File: src/rtl/fq_button_conditioner_pkg.sv
// Shared types and constants for the player push-button conditioning path.
package fq_input_pkg;

  typedef enum logic [1:0] {
    ST_RELEASED    = 2'd0,
    ST_PRESS_CHK   = 2'd1,
    ST_PRESSED     = 2'd2,
    ST_RELEASE_CHK = 2'd3
  } btn_state_e;

  localparam int BTN_T1_VU = 0;
  localparam int BTN_T1_VD = 1;
  localparam int BTN_T2_VU = 2;
  localparam int BTN_T2_VD = 3;
  localparam int BTN_T1_HL = 4;
  localparam int BTN_T1_HR = 5;
  localparam int BTN_T2_HL = 6;
  localparam int BTN_T2_HR = 7;

  // One counter width covers the debounce window and both repeat intervals.
  function automatic int cnt_width(input int debounce, input int delay, input int period);
    int m;
    m = debounce;
    if (delay > m) m = delay;
    if (period > m) m = period;
    return $clog2(m + 1);
  endfunction

endpackage

File: src/rtl/fq_button_conditioner_if.sv
// Button bundle between the pin pads, the conditioner and the game controller.
interface fq_button_conditioner_if #(
  parameter int NUM_BUTTONS = 8
);
  logic [NUM_BUTTONS-1:0] btn_raw_i;
  logic [NUM_BUTTONS-1:0] btn_level_o;
  logic [NUM_BUTTONS-1:0] btn_press_o;
  logic [NUM_BUTTONS-1:0] btn_release_o;

  modport master (
    output btn_raw_i,
    input  btn_level_o,
    input  btn_press_o,
    input  btn_release_o
  );

  modport slave (
    input  btn_raw_i,
    output btn_level_o,
    output btn_press_o,
    output btn_release_o
  );
endinterface

File: src/rtl/fq_button_conditioner_debounce_cell.sv
// One button channel: 2-flop synchroniser, debounce FSM, optional auto-repeat.
// Auto-repeat is built only when FQ_AUTO_REPEAT_EN is defined.
module fq_debounce_cell
  import fq_input_pkg::*;
#(
  parameter int DEBOUNCE_CYCLES = 1000000,
  parameter bit ACTIVE_LOW      = 1'b1,
  parameter int REPEAT_DELAY    = 25000000,
  parameter int REPEAT_PERIOD   = 5000000
) (
  input  logic clk,
  input  logic rst_n,
  input  logic pin_i,
  output logic level_o,
  output logic press_o,
  output logic release_o
);

  localparam int CNT_W = cnt_width(DEBOUNCE_CYCLES, REPEAT_DELAY, REPEAT_PERIOD);
  localparam logic [CNT_W-1:0] DB_LAST = CNT_W'(DEBOUNCE_CYCLES - 1);
  localparam logic [CNT_W-1:0] CNT_ONE = CNT_W'(1);

  logic             sync1;
  logic             sync2;
  logic             raw_s;
  btn_state_e       state;
  logic [CNT_W-1:0] cnt;

  // Sync flops reset to the released pin level so reset never looks like a press.
  // NOTE: every clocked block uses non-blocking assignments so all flops sample
  // pre-edge values; blocking here would collapse the two stages into one.
  always_ff @(posedge clk or negedge rst_n) begin
    if (!rst_n) begin
      sync1 <= ACTIVE_LOW;
      sync2 <= ACTIVE_LOW;
    end else begin
      sync1 <= pin_i;
      sync2 <= sync1;
    end
  end

  assign raw_s = sync2 ^ ACTIVE_LOW;

`ifdef FQ_AUTO_REPEAT_EN
  localparam logic [CNT_W-1:0] RD_LAST = CNT_W'(REPEAT_DELAY - 1);
  localparam logic [CNT_W-1:0] RP_LAST = CNT_W'(REPEAT_PERIOD - 1);

  logic [CNT_W-1:0] rpt_cnt;
  logic             rpt_armed;  // first repeat already fired; use the period from now on
  logic [CNT_W-1:0] rpt_last;

  assign rpt_last = rpt_armed ? RP_LAST : RD_LAST;
`endif

  always_ff @(posedge clk or negedge rst_n) begin
    if (!rst_n) begin
      state     <= ST_RELEASED;
      cnt       <= '0;
      level_o   <= 1'b0;
      press_o   <= 1'b0;
      release_o <= 1'b0;
`ifdef FQ_AUTO_REPEAT_EN
      rpt_cnt   <= '0;
      rpt_armed <= 1'b0;
`endif
    end else begin
      press_o   <= 1'b0;
      release_o <= 1'b0;
      case (state)
        ST_RELEASED: begin
          if (raw_s) begin
            state <= ST_PRESS_CHK;
            cnt   <= CNT_ONE;
          end else begin
            cnt <= '0;
          end
        end
        ST_PRESS_CHK: begin
          if (!raw_s) begin
            state <= ST_RELEASED;
            cnt   <= '0;
          end else if (cnt == DB_LAST) begin
            state   <= ST_PRESSED;
            level_o <= 1'b1;
            press_o <= 1'b1;
            cnt     <= '0;
`ifdef FQ_AUTO_REPEAT_EN
            rpt_cnt   <= '0;
            rpt_armed <= 1'b0;
`endif
          end else begin
            cnt <= cnt + CNT_ONE;
          end
        end
        ST_PRESSED: begin
          if (!raw_s) begin
            state <= ST_RELEASE_CHK;
            cnt   <= CNT_ONE;
          end
`ifdef FQ_AUTO_REPEAT_EN
          else if (rpt_cnt == rpt_last) begin
            press_o   <= 1'b1;
            rpt_cnt   <= '0;
            rpt_armed <= 1'b1;
          end else begin
            rpt_cnt <= rpt_cnt + CNT_ONE;
          end
`endif
        end
        ST_RELEASE_CHK: begin
          // The repeat counter is left untouched here, which freezes it.
          if (raw_s) begin
            state <= ST_PRESSED;
            cnt   <= '0;
          end else if (cnt == DB_LAST) begin
            state     <= ST_RELEASED;
            level_o   <= 1'b0;
            release_o <= 1'b1;
            cnt       <= '0;
`ifdef FQ_AUTO_REPEAT_EN
            rpt_cnt   <= '0;
            rpt_armed <= 1'b0;
`endif
          end else begin
            cnt <= cnt + CNT_ONE;
          end
        end
        default: begin
          state <= ST_RELEASED;
          cnt   <= '0;
        end
      endcase
    end
  end

endmodule

File: src/rtl/fq_button_conditioner.sv
// Conditions the eight raw player buttons into level / press / release signals.
// Optional auto-repeat of press pulses: define FQ_AUTO_REPEAT_EN.
module fq_button_conditioner
  import fq_input_pkg::*;
#(
  parameter int NUM_BUTTONS     = 8,
  parameter int DEBOUNCE_CYCLES = 1000000,
  parameter bit ACTIVE_LOW      = 1'b1,
  parameter int REPEAT_DELAY    = 25000000,
  parameter int REPEAT_PERIOD   = 5000000
) (
  input logic                    clk,
  input logic                    rst_n,
  fq_button_conditioner_if.slave btn
);

  logic [NUM_BUTTONS-1:0] level_w;
  logic [NUM_BUTTONS-1:0] press_w;
  logic [NUM_BUTTONS-1:0] release_w;

  // Channels share nothing but the clock and reset.
  for (genvar i = 0; i < NUM_BUTTONS; i++) begin : g_cell
    fq_debounce_cell #(
      .DEBOUNCE_CYCLES(DEBOUNCE_CYCLES),
      .ACTIVE_LOW     (ACTIVE_LOW),
      .REPEAT_DELAY   (REPEAT_DELAY),
      .REPEAT_PERIOD  (REPEAT_PERIOD)
    ) u_cell (
      .clk      (clk),
      .rst_n    (rst_n),
      .pin_i    (btn.btn_raw_i[i]),
      .level_o  (level_w[i]),
      .press_o  (press_w[i]),
      .release_o(release_w[i])
    );
  end

  assign btn.btn_level_o   = level_w;
  assign btn.btn_press_o   = press_w;
  assign btn.btn_release_o = release_w;

endmodule
File: src/flat_wrapper.sv
// flat-port wrapper written by rule: the top's interface ports become plain ports
module fq_button_conditioner_flat import fq_input_pkg::*;
#(
  parameter int NUM_BUTTONS     = 8,
  parameter int DEBOUNCE_CYCLES = 1000000,
  parameter bit ACTIVE_LOW      = 1'b1,
  parameter int REPEAT_DELAY    = 25000000,
  parameter int REPEAT_PERIOD   = 5000000
)
  (clk, rst_n, btn_btn_raw_i, btn_btn_level_o, btn_btn_press_o, btn_btn_release_o);
  fq_button_conditioner_if #(.NUM_BUTTONS(NUM_BUTTONS)) btn_i ();
  input logic clk;
  input logic rst_n;
  input wire logic [$bits(btn_i.btn_raw_i)-1:0] btn_btn_raw_i;
  output wire logic [$bits(btn_i.btn_level_o)-1:0] btn_btn_level_o;
  output wire logic [$bits(btn_i.btn_press_o)-1:0] btn_btn_press_o;
  output wire logic [$bits(btn_i.btn_release_o)-1:0] btn_btn_release_o;
  assign btn_i.btn_raw_i = btn_btn_raw_i;
  assign btn_btn_level_o = btn_i.btn_level_o;
  assign btn_btn_press_o = btn_i.btn_press_o;
  assign btn_btn_release_o = btn_i.btn_release_o;
  fq_button_conditioner #(.NUM_BUTTONS(NUM_BUTTONS), .DEBOUNCE_CYCLES(DEBOUNCE_CYCLES), .ACTIVE_LOW(ACTIVE_LOW), .REPEAT_DELAY(REPEAT_DELAY), .REPEAT_PERIOD(REPEAT_PERIOD)) u_core (.clk(clk), .rst_n(rst_n), .btn(btn_i));
endmodule
File: config.mk
export PLATFORM = sky130hd
export DESIGN_NAME = fq_button_conditioner_flat
export DESIGN_NICKNAME = d
export VERILOG_FILES = /design/src/rtl/fq_button_conditioner_pkg.sv /design/src/rtl/fq_button_conditioner_if.sv /design/src/rtl/fq_button_conditioner_debounce_cell.sv /design/src/rtl/fq_button_conditioner.sv /design/src/flat_wrapper.sv
export SDC_FILE = /design/constraint.sdc
export NUM_CORES = 1
export LEC_CHECK = 0
export CORE_MARGIN = 4
export CORE_UTILIZATION = 56
export CTS_CLUSTER_SIZE = 10
export DETAILED_ROUTE_END_ITERATION = 7
export PLACE_DENSITY = 0.82
export SLEW_MARGIN = 30
export SYNTH_ARGS = -nofsm -noshare
export SYNTH_HDL_FRONTEND = slang
export SYNTH_SLANG_ARGS = --single-unit
File: constraint.sdc
create_clock -name clk -period 3.2 [get_ports clk]
set_input_delay 0.32 -clock clk [delete_from_list [all_inputs] [get_ports clk]]
set_output_delay 0.32 -clock clk [all_outputs]
set_load 0.01 [all_outputs]
Yosys cells after proc, flatten, opt, wreduce, memory -nomap -nowiden

Index checks and enable logic that the tools add are counted.

RAM bits: 0
Register bits after elaboration: 256
Bits in latches: 0
Memory bits (read-only): 0
Memories kept: 0

Multiply operators: 0
Reduce and logical (&&, ||, !) cells: 32
$add $sub $neg: 8
Muxes and demuxes: 184
Bitwise gates (word level): 0
Shift operators: 0
Order comparisons: 0
Div/mod/pow operators: 0
Equality and inequality tests: 96

Operators with widths:

| operator                                              | number |
|---|---|
| 2-to-1 mux 25 bit                                     | 32 |
| case mux 25 bit (4 select lines)                      | 8 |
| adder 25 x 1 -> 25 bit, second input constant         | 8 |
| equality test 25 x 20 -> 1 bit, second input constant | 8 |
| 2-to-1 mux 2 bit                                      | 48 |
| inequality test 2 bit, second input constant          | 48 |
| 2-to-1 mux 1 bit                                      | 80 |
| case mux 2 bit (4 select lines)                       | 8 |
| inequality test 3 bit, second input constant          | 16 |
| AND reduction 5 bit                                   | 8 |
| equality test 2 bit, second input constant            | 16 |
| AND reduction 4 bit                                   | 8 |
| equality test 2 x 1 -> 1 bit, second input constant   | 8 |
| logical NOT 2 bit                                     | 8 |
| case mux 1 bit (2 select lines)                       | 8 |
| nonzero test 2 bit                                    | 8 |

Longest topological paths before layout

Gate-level depths: netlist of the first run.

Depth in word-level cells: 4
Mapped depth: 9
Depth with buffers taken out: 6

By module

From an unflattened synthesis of the first run, not the netlist that was laid out.

Cells, all modules: 1,467
Area, all modules: 13,609.3 um^2

Modules (own cells, without submodules):

| module                                         | cells each | times used | sequential area each (um^2) | area each (um^2) |
|---|---|---|---|---|
| fq_debounce_cell (u_core.g_cell[1].u_cell ...) | 187        | 6          | 803.3                       | 1,700.4 |
| fq_debounce_cell (u_core.g_cell[7].u_cell)     | 182        | 1          | 803.3                       | 1,720.4 |
| fq_debounce_cell (u_core.g_cell[0].u_cell)     | 163        | 1          | 803.3                       | 1,686.6 |

Worst setup path before layout of the first run

OpenSTA, ideal clock, no wires.

Kind: register -> register
Start: reg u_core.g_cell[7].u_cell.cnt[12]
End: reg u_core.g_cell[7].u_cell.cnt[13]
Slack: 0.799 ns
Arrival: 2.275 ns
Required time: 3.074 ns
Stages on the path, launching flop included: 8
Buffers on the path: 2
Period minus slack after synthesis: 2.401 ns
Path through: dfrtp_1 -> buf_6 -> or4_1 -> or4_4 -> o21a_1 -> buf_6 -> a21o_1 -> a311o_1

Longest elaborated chain between the ends: 4
Elaborated cells on any way between the ends: 6
Those cells by class: add/sub (1); eq/ne (1); mux (4)

Ends and longest elaborated chain:

| item                                                                     | RTL line                                                                              | text |
|---|---|---|
| from (decl)                                                              | fq_button_conditioner_debounce_cell.sv:27                                             | `logic [CNT_W-1:0] cnt;` |
| from (signal assigned)                                                   | fq_button_conditioner_debounce_cell.sv:92                                             | `cnt <= cnt + CNT_ONE;` |
| from (signal assigned)                                                   | fq_button_conditioner_debounce_cell.sv:125                                            | `cnt <= cnt + CNT_ONE;` |
| adder 25 x 1 -> 25 bit or equality test 25 x 20 -> 1 bit (tied branches) | --                                                                                    |  |
| 2-to-1 mux 25 bit (*)                                                    | fq_button_conditioner_debounce_cell.sv:82, fq_button_conditioner_debounce_cell.sv:115 |  |
| 2-to-1 mux 25 bit, on equally long branches                              | fq_button_conditioner_debounce_cell.sv:112, fq_button_conditioner_debounce_cell.sv:79 |  |
| case mux 25 bit (4 select lines) (*)                                     | fq_button_conditioner_debounce_cell.sv:69                                             | `case (state)` |

Mark *: on every way between the ends. The rest lies on a longest branch, timed or not.
A chain may end at the register's enable or synchronous reset.

Final worst setup path of the first run

Start: reg u_core.g_cell[1].u_cell.cnt[13]
End: reg u_core.g_cell[1].u_cell.cnt[5]

Longest elaborated chain between the ends: 4
Elaborated cells on any way between the ends: 5
Those cells by class: eq/ne (1); mux (4)

Ends and longest elaborated chain:

| item                                        | RTL line |
|---|---|
| from (decl)                                 | fq_button_conditioner_debounce_cell.sv:27 |
| from (signal assigned)                      | fq_button_conditioner_debounce_cell.sv:92 |
| from (signal assigned)                      | fq_button_conditioner_debounce_cell.sv:125 |
| equality test 25 x 20 -> 1 bit (*)          | fq_button_conditioner_debounce_cell.sv:82, fq_button_conditioner_debounce_cell.sv:115 |
| 2-to-1 mux 25 bit (*)                       | fq_button_conditioner_debounce_cell.sv:82, fq_button_conditioner_debounce_cell.sv:115 |
| 2-to-1 mux 25 bit, on equally long branches | fq_button_conditioner_debounce_cell.sv:112, fq_button_conditioner_debounce_cell.sv:79 |
| case mux 25 bit (4 select lines) (*)        | fq_button_conditioner_debounce_cell.sv:69 |

Marked as above.

==> impl_metrics.py, run 1 <==
metrics = {
    "placement": {
        "place_congestion": 0.885,
        "dp_hpwl_um": 17700,
        "post-place-ws_ns": 0.468,
        "numPortBuffers": 33,
        "place_inst": 1702,
    },
    "worst_setup_path": {
        "cp.arrival_ns": 3.21,
        "rr_endpoint": "u_core.g_cell[1].u_cell.cnt[5]",
        "cp.required_ns": 3.61,
        "reg2regPathDepth": 6,
        "criticalPathCategory": "reg2reg",
        "cp-end-kind": "flop",
        "path_max_fanout": 14,
        "cp-start-kind": "flop",
        "reg2reg_from": "u_core.g_cell[1].u_cell.cnt[13]",
        "regToRegSetupSlack_ns": 0.41,
    },
    "detailed_routing": {
        "postRouteAntennaNets": 0,
        "via_count": 10500,
        "drtIter0Drc": 711,
        "viasPerCell": 5.96,
        "postRouteWirelength_um": 26700,
        "routedWlPerCell_um": 15.2,
        "remaining_drc_errors": 0,
        "dr.pass1.iters": 5,
    },
    "finish": {
        "syn2layout_area_growth_pct": 10.5,
        "antennaDiodeCount": 0,
        "final_core_util_pct": 63.0,
        "mostFrequentLayoutCells": "240 x dfrtp_1, 193 x nor2_1, 93 x nand2_1, 77 x nand3_1, 77 x xnor2_1",
        "finalNetCount": 1434,
        "layout-drive-gt1-share_pct": 7.78,
        "fin_cells": 1759,
        "fillers": 1873,
        "final_common_cell": "dfrtp_1",
    },
    "power_and_ir_drop": {
        "seqPwrFrac_pct": 50.6,
        "peakVddDrop_uv": 319,
        "p_sw_uw": 1430,
        "internal-power_uw": 5180,
        "p_per_area_mw_per_mm2": 448,
        "pwr-share-clk_pct": 45.9,
        "p_comb_share_pct": 3.5,
        "switching_share_pct": 21.7,
        "p_leak_uw": 0.00577,
    },
    "clock_tree": {
        "root_buffer": "clkbuf_16",
        "clock_latency_ns": 0.53,
        "clockBufferDepth": 3,
        "cts_sinks": 256,
        "cts_inserted_buffers": 30,
        "path_clk_slew_ns": 0.06,
        "h-tree-depth": 1,
        "cts_setup_buffers": 0,
        "tritoncts": "built",
    },
    "flow_run": {
        "drv_cap": 0,
    },
    "timing": {
        "whs_ns": 0.195,
        "finalCriticalPeriod_ns": 2.79,
        "worstMarginPinSlew_ns": 0.867,
        "hold_violations": 0,
        "period_share_pct": 87.2,
        "slew_viol_final": 0,
        "max_freq_mhz": 358,
        "finalSetupTns_ns": 0,
        "slew-limit-headroom_pct": 41.7,
        "finClkSkew_ns": 0.0126,
        "setup_ws_ns": 0.408,
        "setup_violations": 0,
        "grt_setup_unrepaired": "no",
    },
    "global_routing": {
        "grt_max_degree": 96,
        "antenna_found_initial": 0,
        "grt_pass1_vias": 10200,
        "grt_pass1_wl_um": 47100,
        "grt_overflow": 0,
        "grt_usage_pct": 20.4,
    },
    "logic_synthesis": {
        "syn_nets": 1427,
        "ys_ff_latch": 256,
        "synth_area_sq_mm": 0.0134,
        "ys_seq_area_share_pct": 48.1,
        "yosysWarnings": 0,
        "synth-async-reset-ratio_pct": 100,
        "synth_edf_count": 0,
        "synth_cell_types": 71,
        "synthCells": 1409,
        "synth_flop_cell": "dfrtp_1",
        "syn-mean-instance-area_sq_um": 9.49,
    },
    "die": {
        "die_w_um": 162,
        "coreArea_sq_mm": 0.0235,
        "core.rowCount": 56,
        "start_util_pct": 56.9,
        "dieHeight_um": 162,
        "io_pins": 34,
        "die_area_sq_mm": 0.0264,
    },
    "run_status": {
        "status": "completed",
    },
    "hold_path": {
        "min_from": "btn_btn_raw_i[4]",
        "hold_path.class": "in2reg",
        "holdPathStages": 1,
        "hold_path_end": "u_core.g_cell[4].u_cell.sync1",
    },
}
[sequential cells by signal, indices dropped and copies added, names as in the netlist, named ones only]
name / cells
u_core.g_cell.u_cell.release_o: 8
u_core.g_cell.u_cell.press_o: 8
u_core.g_cell.u_cell.state: 8
u_core.g_cell.u_cell.sync1: 8
u_core.g_cell.u_cell.level_o: 8
u_core.g_cell.u_cell.sync2: 8
u_core.g_cell.u_cell.cnt: 200
[how the worst max path moves through the flow]
stage / start / end
global placement: u_core.g_cell[1].u_cell.cnt[13] / u_core.g_cell[1].u_cell.cnt[24]
global route: u_core.g_cell[1].u_cell.cnt[13] / u_core.g_cell[1].u_cell.cnt[5]
detailed placement: u_core.g_cell[1].u_cell.cnt[13] / u_core.g_cell[1].u_cell.cnt[5]
finish: u_core.g_cell[1].u_cell.cnt[13] / u_core.g_cell[1].u_cell.cnt[5]
CTS: u_core.g_cell[1].u_cell.cnt[13] / u_core.g_cell[1].u_cell.cnt[5]
floorplan: u_core.g_cell[7].u_cell.cnt[12] / u_core.g_cell[7].u_cell.cnt[13]
[Yosys cell counts (all sizes together), types with 4 or more instances]
cell type / count / area [sq um]
or3: 11 / 68.8
nor2b: 10 / 62.6
o21a: 9 / 67.6
dfrtp: 240 / 6010
a22o: 4 / 35.0
mux2i: 7 / 70.1
or2: 4 / 25.0
inv: 38 / 143
o311ai: 5 / 43.8
o211ai: 12 / 90.1
a31oi: 20 / 125
a31o: 4 / 35.0
clkbuf: 45 / 169
a21o: 4 / 30.0
nor3: 55 / 275
ha: 8 / 100
nor3b: 10 / 80.1
xor2: 68 / 596
nand4b: 5 / 43.8
nand3: 77 / 385
buf: 38 / 268
nor4b: 15 / 131
nand4: 64 / 400
a211oi: 8 / 60.1
nor4: 48 / 319
or4: 17 / 131
a21oi: 22 / 125
and4: 17 / 150
o21ai: 45 / 225
nand2: 93 / 349
nand2b: 10 / 62.6
nor2: 193 / 724
dfstp: 16 / 420
and2: 13 / 81.3
xnor2: 77 / 674
o31ai: 10 / 75.1
and3: 29 / 181
and4b: 4 / 40.0
or4b: 11 / 110
or3b: 5 / 43.8
[power groups by stage]
stage,logic [uW],clock network [uW],registers [uW]
6_report,231,3040,3350
4_1_cts,237,3120,3350
3_5_place_dp,236,0,3400
3_3_place_gp,229,0,3400
2_1_floorplan,138,0,3380
5_1_grt,262,3270,3360
[layer usage]
layer  global-route usage, %  part of all wire (%)  routed length (um)  vias up
met4                    5.34                   1.9                 494        0
met3                    2.51                   3.7                 979       42
met2                    34.7                    49               13100      227
li1                        -                     -                   -     5066
met5                       0                     0                   0        -
met1                    28.0                    45               12100     5144
[area by class of cell]
| cell class | count | area (sq um) | share of cell area, % |
|---|---|---|---|
| repair buffers | 58 | 551 | 3.73 |
| well taps | 319 | 399 | 2.70 |
| flip-flops and latches | 256 | 6430 | 43.5 |
| inverters | 38 | 143 | 0.965 |
| clock inverters | 3 | 15.0 | 0.102 |
| clock buffers | 53 | 868 | 5.88 |
| multi-input cells | 1032 | 6370 | 43.1 |
[logic make-up after synthesis]
family	count (synthesis)	share of synthesized area, %
AO/OA/AOI/OAI	170	8.63
buffers and inverters	121	4.33
flip-flops	256	48.1
XOR/XNOR	145	9.50
adder cells (fa/ha/maj)	8	0.749
multiplexers	7	0.524
AND/OR/NAND/NOR	702	28.2
[timing repair]
action                    4_1_cts  5_1_grt
hold endpoints to repair       89        0
resized for setup               0        0
hold buffers                    1        0
[metrics by stage]
step           power, uW  area [sq um]
2_1_floorplan       3510         13400
3_3_place_gp        3630         13900
3_5_place_dp        3640         13900
4_1_cts             6710         14800
5_1_grt             6890         14800
6_report            6620         14800
[worst max-delay path, cell delays in order, from the launching register on]
cell and delay (ns):
dfrtp_1 0.45, or4b_2 0.65, nor4_1 0.47, a21boi_0 0.23
a21oi_1 0.50, buf_4 0.30, nor2_1 0.08
Power figures use the tool's default switching activity.
==> run 2, diff against run 1 <==
- SLEW_MARGIN: 30 -> 20
==> impl_metrics.py, run 2 (same netlist as run 1, synthesis figures left out) <==
metrics = {
    "hold_path": {
        "holdPathStages": 1,
        "min_from": "btn_btn_raw_i[4]",
        "hold_path_end": "u_core.g_cell[4].u_cell.sync1",
        "hold_path.class": "in2reg",
    },
    "detailed_routing": {
        "via_count": 10400,
        "viasPerCell": 5.92,
        "postRouteAntennaNets": 0,
        "postRouteWirelength_um": 26800,
        "dr.pass1.iters": 5,
        "routedWlPerCell_um": 15.3,
        "drtIter0Drc": 663,
        "remaining_drc_errors": 0,
    },
    "worst_setup_path": {
        "cpPeakStageDelay_ns": 0.65,
        "reg2regPathDepth": 6,
        "rr_endpoint": "u_core.g_cell[1].u_cell.cnt[5]",
        "cp-end-kind": "flop",
        "criticalPathCategory": "reg2reg",
        "path_delay_family": "simple AND/OR/NAND/NOR gates",
        "critPathLaunch": "u_core.g_cell[1].u_cell.cnt[13]",
        "cp.required_ns": 3.62,
        "crit_buf_inv": 1,
        "regToRegSetupSlack_ns": 0.40,
        "cp-start-kind": "flop",
        "cp.arrival_ns": 3.21,
        "path_max_fanout": 14,
        "critical_path.cell_chain": "or4b_2 > nor4_1 > a21boi_0 > a21oi_1 > buf_4 > nor2_1",
        "reg2reg_from": "u_core.g_cell[1].u_cell.cnt[13]",
        "slowest_stage": "or4b_2",
    },
    "die": {
        "die_w_um": 162,
        "die_area_sq_mm": 0.0264,
        "io_pins": 34,
        "start_util_pct": 56.9,
        "coreArea_sq_mm": 0.0235,
        "core.rowCount": 56,
        "dieHeight_um": 162,
    },
    "global_routing": {
        "antenna_found_initial": 0,
        "grt_usage_pct": 20.6,
        "grt_overflow": 0,
        "grt_pass1_vias": 10200,
        "grt_pass1_wl_um": 47400,
        "grt_max_degree": 96,
    },
    "clock_tree": {
        "cts_inserted_buffers": 30,
        "cts_sinks": 256,
        "root_buffer": "clkbuf_16",
        "clock_latency_ns": 0.54,
        "cts_setup_buffers": 0,
        "h-tree-depth": 1,
        "tritoncts": "built",
        "path_clk_slew_ns": 0.06,
        "clockBufferDepth": 3,
    },
    "finish": {
        "final_cell_area_sq_mm": 0.0148,
        "mostFrequentLayoutCells": "240 x dfrtp_1, 193 x nor2_1, 93 x nand2_1, 77 x nand3_1, 77 x xnor2_1",
        "finalNetCount": 1434,
        "layout-drive-gt1-share_pct": 7.71,
        "largest_reg_flops": 200,
        "final_core_util_pct": 63.0,
        "regMostFlops": "u_core.g_cell.u_cell.cnt",
        "syn2layout_area_growth_pct": 10.6,
        "antennaDiodeCount": 0,
        "final_common_cell": "dfrtp_1",
    },
    "timing": {
        "finalCriticalPeriod_ns": 2.80,
        "slew_viol_final": 0,
        "finClkSkew_ns": 0.0173,
        "setup_violations": 0,
        "max_freq_mhz": 357,
        "slew-limit-headroom_pct": 24.4,
        "worstMarginPinSlew_ns": 1.13,
        "whs_ns": 0.199,
        "hold_violations": 0,
        "finalSetupTns_ns": 0,
        "grt_setup_unrepaired": "no",
        "period_share_pct": 87.4,
    },
    "flow_run": {
        "drv_cap": 0,
    },
    "power_and_ir_drop": {
        "peakVddDrop_uv": 330,
        "p_leak_uw": 0.00577,
        "total_power_uw": 6650,
        "p_per_area_mw_per_mm2": 450,
    },
    "run_status": {
        "status": "completed",
    },
    "placement": {
        "postPlaceCellArea_sq_mm": 0.0139,
        "place_congestion": 0.885,
        "numPortBuffers": 33,
        "dp_hpwl_um": 17700,
    },
}
run 2: cell types whose count changed in the layout (fill, tap and decap cells not counted), sizes merged:
cell	change
clkbuf	+1
clkinv	-1
run 2: worst register-to-register path: stages (launching register included):
cell	delay, ns
dfrtp_1	0.44
or4b_2	0.65
nor4_1	0.48
a21boi_0	0.23
a21oi_1	0.50
buf_4	0.30
nor2_1	0.09
run 2: area by class of cell:
| class | count | area, sq um |
|---|---|---|
| fill | 1861 | 8690 |
| sequential | 256 | 6430 |
| multi-input combinational | 1032 | 6370 |
| clock buffer | 54 | 882 |
| timing repair buffer | 58 | 551 |
| tap | 319 | 399 |
| inverter | 38 | 143 |
| clock inverter | 2 | 10.0 |
run 2: routing by layer:
layer  vias up  part of all wire (%)  global-route usage, %
li1       5063                     -                      -
met1      5102                    46                   28.4
met2       206                    49                   34.6
met3        42                   3.6                   2.66
met4         0                   1.8                   5.57
met5         -                     0                      0
run 2: how the worst max path moves through the flow:
stage | cells past startpoint | slack, ns | endpoint
6_report | 6 | 0.40 | u_core.g_cell[1].u_cell.cnt[5]
3_5_place_dp | 6 | 0.47 | u_core.g_cell[1].u_cell.cnt[5]
4_1_cts | 6 | 0.45 | u_core.g_cell[1].u_cell.cnt[5]
5_1_grt | 6 | 0.26 | u_core.g_cell[1].u_cell.cnt[5]
3_3_place_gp | 6 | 0.62 | u_core.g_cell[1].u_cell.cnt[24]
2_1_floorplan | 7 | 0.80 | u_core.g_cell[7].u_cell.cnt[13]
run 2: power by group:
part / total (uW) / switching, uW / leakage [uW] / internal, uW
registers: 3350 / 59.7 / 0.00348 / 3290
clock network: 3070 / 1230 / 0.000429 / 1840
logic: 231 / 153 / 0.00186 / 77.9
run 2: stage by stage:
| step | setup slack [ns] | cells |
|---|---|---|
| 5_1_grt | 0.257 | 1759 |
| 6_report | 0.402 | 1759 |
| 3_3_place_gp | 0.622 | 1702 |
| 3_5_place_dp | 0.472 | 1702 |
| 2_1_floorplan | 0.799 | 1409 |
| 4_1_cts | 0.455 | 1759 |
run 2: timing repair:
action                    4_1_cts  5_1_grt
resized for setup               0        0
hold buffers                    1        0
hold endpoints to repair       89        0
==> run 3, diff against run 2 <==
- ABC_CLOCK_PERIOD_IN_PS: unset -> 3200
- CORE_UTILIZATION: 56 -> 55
- PLACE_DENSITY: 0.82 -> 0.81
- SETUP_SLACK_MARGIN: unset -> 0.3
==> impl_metrics.py, run 3 (same netlist as run 1, synthesis figures left out) <==
metrics = {
    "timing": {
        "max_freq_mhz": 374,
        "setup_violations": 0,
        "slew-limit-headroom_pct": 40.4,
        "worstMarginPinSlew_ns": 0.887,
        "period_share_pct": 83.7,
        "finalSetupTns_ns": 0,
        "hold_violations": 0,
        "finClkSkew_ns": 0.00782,
        "slew_viol_final": 0,
        "finalCriticalPeriod_ns": 2.68,
        "setup_ws_ns": 0.523,
        "grt_setup_unrepaired": "no",
    },
    "power_and_ir_drop": {
        "peakVddDrop_uv": 396,
        "p_per_area_mw_per_mm2": 453,
        "p_leak_uw": 0.00578,
        "total_power_uw": 6710,
    },
    "finish": {
        "regMostFlops": "u_core.g_cell.u_cell.cnt",
        "layout-drive-gt1-share_pct": 7.85,
        "antennaDiodeCount": 0,
        "mostFrequentLayoutCells": "240 x dfrtp_1, 193 x nor2_1, 93 x nand2_1, 77 x nand3_1, 77 x xnor2_1",
        "finalNetCount": 1433,
        "fillers": 1927,
        "final_common_cell": "dfrtp_1",
        "syn2layout_area_growth_pct": 10.8,
        "largest_reg_flops": 200,
    },
    "clock_tree": {
        "cts_inserted_buffers": 30,
        "h-tree-depth": 1,
        "cts_sinks": 256,
        "cts_setup_buffers": 0,
        "clockBufferDepth": 3,
        "root_buffer": "clkbuf_16",
        "tritoncts": "built",
        "path_clk_slew_ns": 0.06,
        "clock_latency_ns": 0.54,
    },
    "detailed_routing": {
        "dr_wl_met3_um": 989,
        "routedWlPerCell_um": 15.5,
        "postRouteWirelength_um": 27200,
        "remaining_drc_errors": 0,
        "via_count": 10600,
        "dr.pass1.iters": 5,
        "drtIter0Drc": 994,
        "postRouteAntennaNets": 0,
        "highest_layer": "met4",
        "wl_met2_um": 13300,
        "met1_length_um": 12300,
        "viasPerCell": 6.00,
    },
    "die": {
        "dieHeight_um": 164,
        "die_w_um": 164,
        "die_area_sq_mm": 0.0269,
        "core.rowCount": 56,
        "io_pins": 34,
        "coreArea_sq_mm": 0.0237,
        "start_util_pct": 56.4,
    },
    "worst_setup_path": {
        "rr_endpoint": "u_core.g_cell[4].u_cell.cnt[14]",
        "reg2regPathDepth": 7,
        "regToRegSetupSlack_ns": 0.52,
        "cp.required_ns": 3.61,
        "cp.arrival_ns": 3.08,
        "reg2reg_from": "u_core.g_cell[4].u_cell.cnt[0]",
        "slowest_stage": "or4b_2",
        "criticalPathCategory": "reg2reg",
        "path_max_fanout": 18,
        "cpPeakStageDelay_ns": 0.70,
        "critical_path.cell_chain": "ha_1 > nand3_1 > or4b_2 > o41a_2 > a21oi_4 > buf_4 > o211ai_1",
        "critPathLaunch": "u_core.g_cell[4].u_cell.cnt[0]",
        "cp-start-kind": "flop",
        "cp-end-kind": "flop",
    },
    "hold_path": {
        "hold_path_end": "u_core.g_cell[5].u_cell.sync1",
        "holdPathStages": 1,
        "hold_path.class": "in2reg",
        "min_from": "btn_btn_raw_i[5]",
    },
    "global_routing": {
        "antenna_found_initial": 0,
        "grt_pass1_wl_um": 47300,
        "grt_pass1_vias": 10100,
        "grt_max_degree": 95,
        "grt_overflow": 0,
        "grt_usage_pct": 20.5,
    },
    "placement": {
        "post-place-ws_ns": 0.461,
        "place_congestion": 0.840,
        "numPortBuffers": 33,
        "dp_hpwl_um": 17800,
    },
    "run_status": {
        "status": "completed",
    },
    "flow_run": {
        "drv_cap": 0,
    },
}
==> run 3: what timing repair did <==
action,4_1_cts,5_1_grt
hold buffers,1,0
resized for setup,0,3
endpoints found under the hold margin,83,0
endpoints found under the setup margin,0,19
==> run 3: worst max path at each step <==
stage | endpoint | slack, ns | cells after the start
3_5_place_dp | u_core.g_cell[4].u_cell.cnt[14] | 0.46 | 7
6_report | u_core.g_cell[4].u_cell.cnt[14] | 0.52 | 7
5_1_grt | u_core.g_cell[4].u_cell.cnt[13] | 0.31 | 7
3_3_place_gp | u_core.g_cell[4].u_cell.cnt[14] | 0.58 | 7
4_1_cts | u_core.g_cell[4].u_cell.cnt[14] | 0.46 | 7
2_1_floorplan | u_core.g_cell[7].u_cell.cnt[13] | 0.80 | 7
==> run 3: critical path: cells and delay by family, from the launching register on <==
kind	cells	cell delay [ns]
adder cells (fa/ha/maj)	1	0.18
buffers and inverters	1	0.25
AO/OA/AOI/OAI	3	0.86
AND/OR/NAND/NOR	2	0.87
flip-flops	1	0.39
==> run 3: power by group <==
part           internal (uW)  total [uW]  switching (uW)
sequential              3290        3350            60.9
clock                   1880        3130            1250
combinational           78.6         233             154
total                   5250        6710            1460
==> run 3: layout make-up <==
class / count / area (sq um) / share of cell area (%)
Multi-Input combinational cell: 1032 / 6390 / 43.1
Inverter: 38 / 143 / 0.963
Sequential cell: 256 / 6430 / 43.4
Timing Repair Buffer: 57 / 543 / 3.67
Tap cell: 319 / 399 / 2.69
Clock buffer: 56 / 910 / 6.14
==> run 3: routing by layer <==
| layer | vias up | track usage [%] |
|---|---|---|
| met2 | 230 | 34.3 |
| li1 | 5066 | - |
| met3 | 46 | 2.53 |
| met1 | 5214 | 28.4 |
| met5 | - | 0 |
| met4 | 0 | 5.45 |
==> run 3: through the flow <==
stage | utilization, % | std cells | hold WS [ns] | instance area, sq um
3_5_place_dp | 58.6 | 1701 | 0.347 | 13900
2_1_floorplan | - | 1409 | 0.0244 | 13400
6_report | 62.5 | 1758 | 0.188 | 14800
4_1_cts | 62.5 | 1758 | 0.169 | 14800
3_3_place_gp | 58.6 | 1701 | 0.346 | 13900
5_1_grt | 62.5 | 1758 | 0.173 | 14800
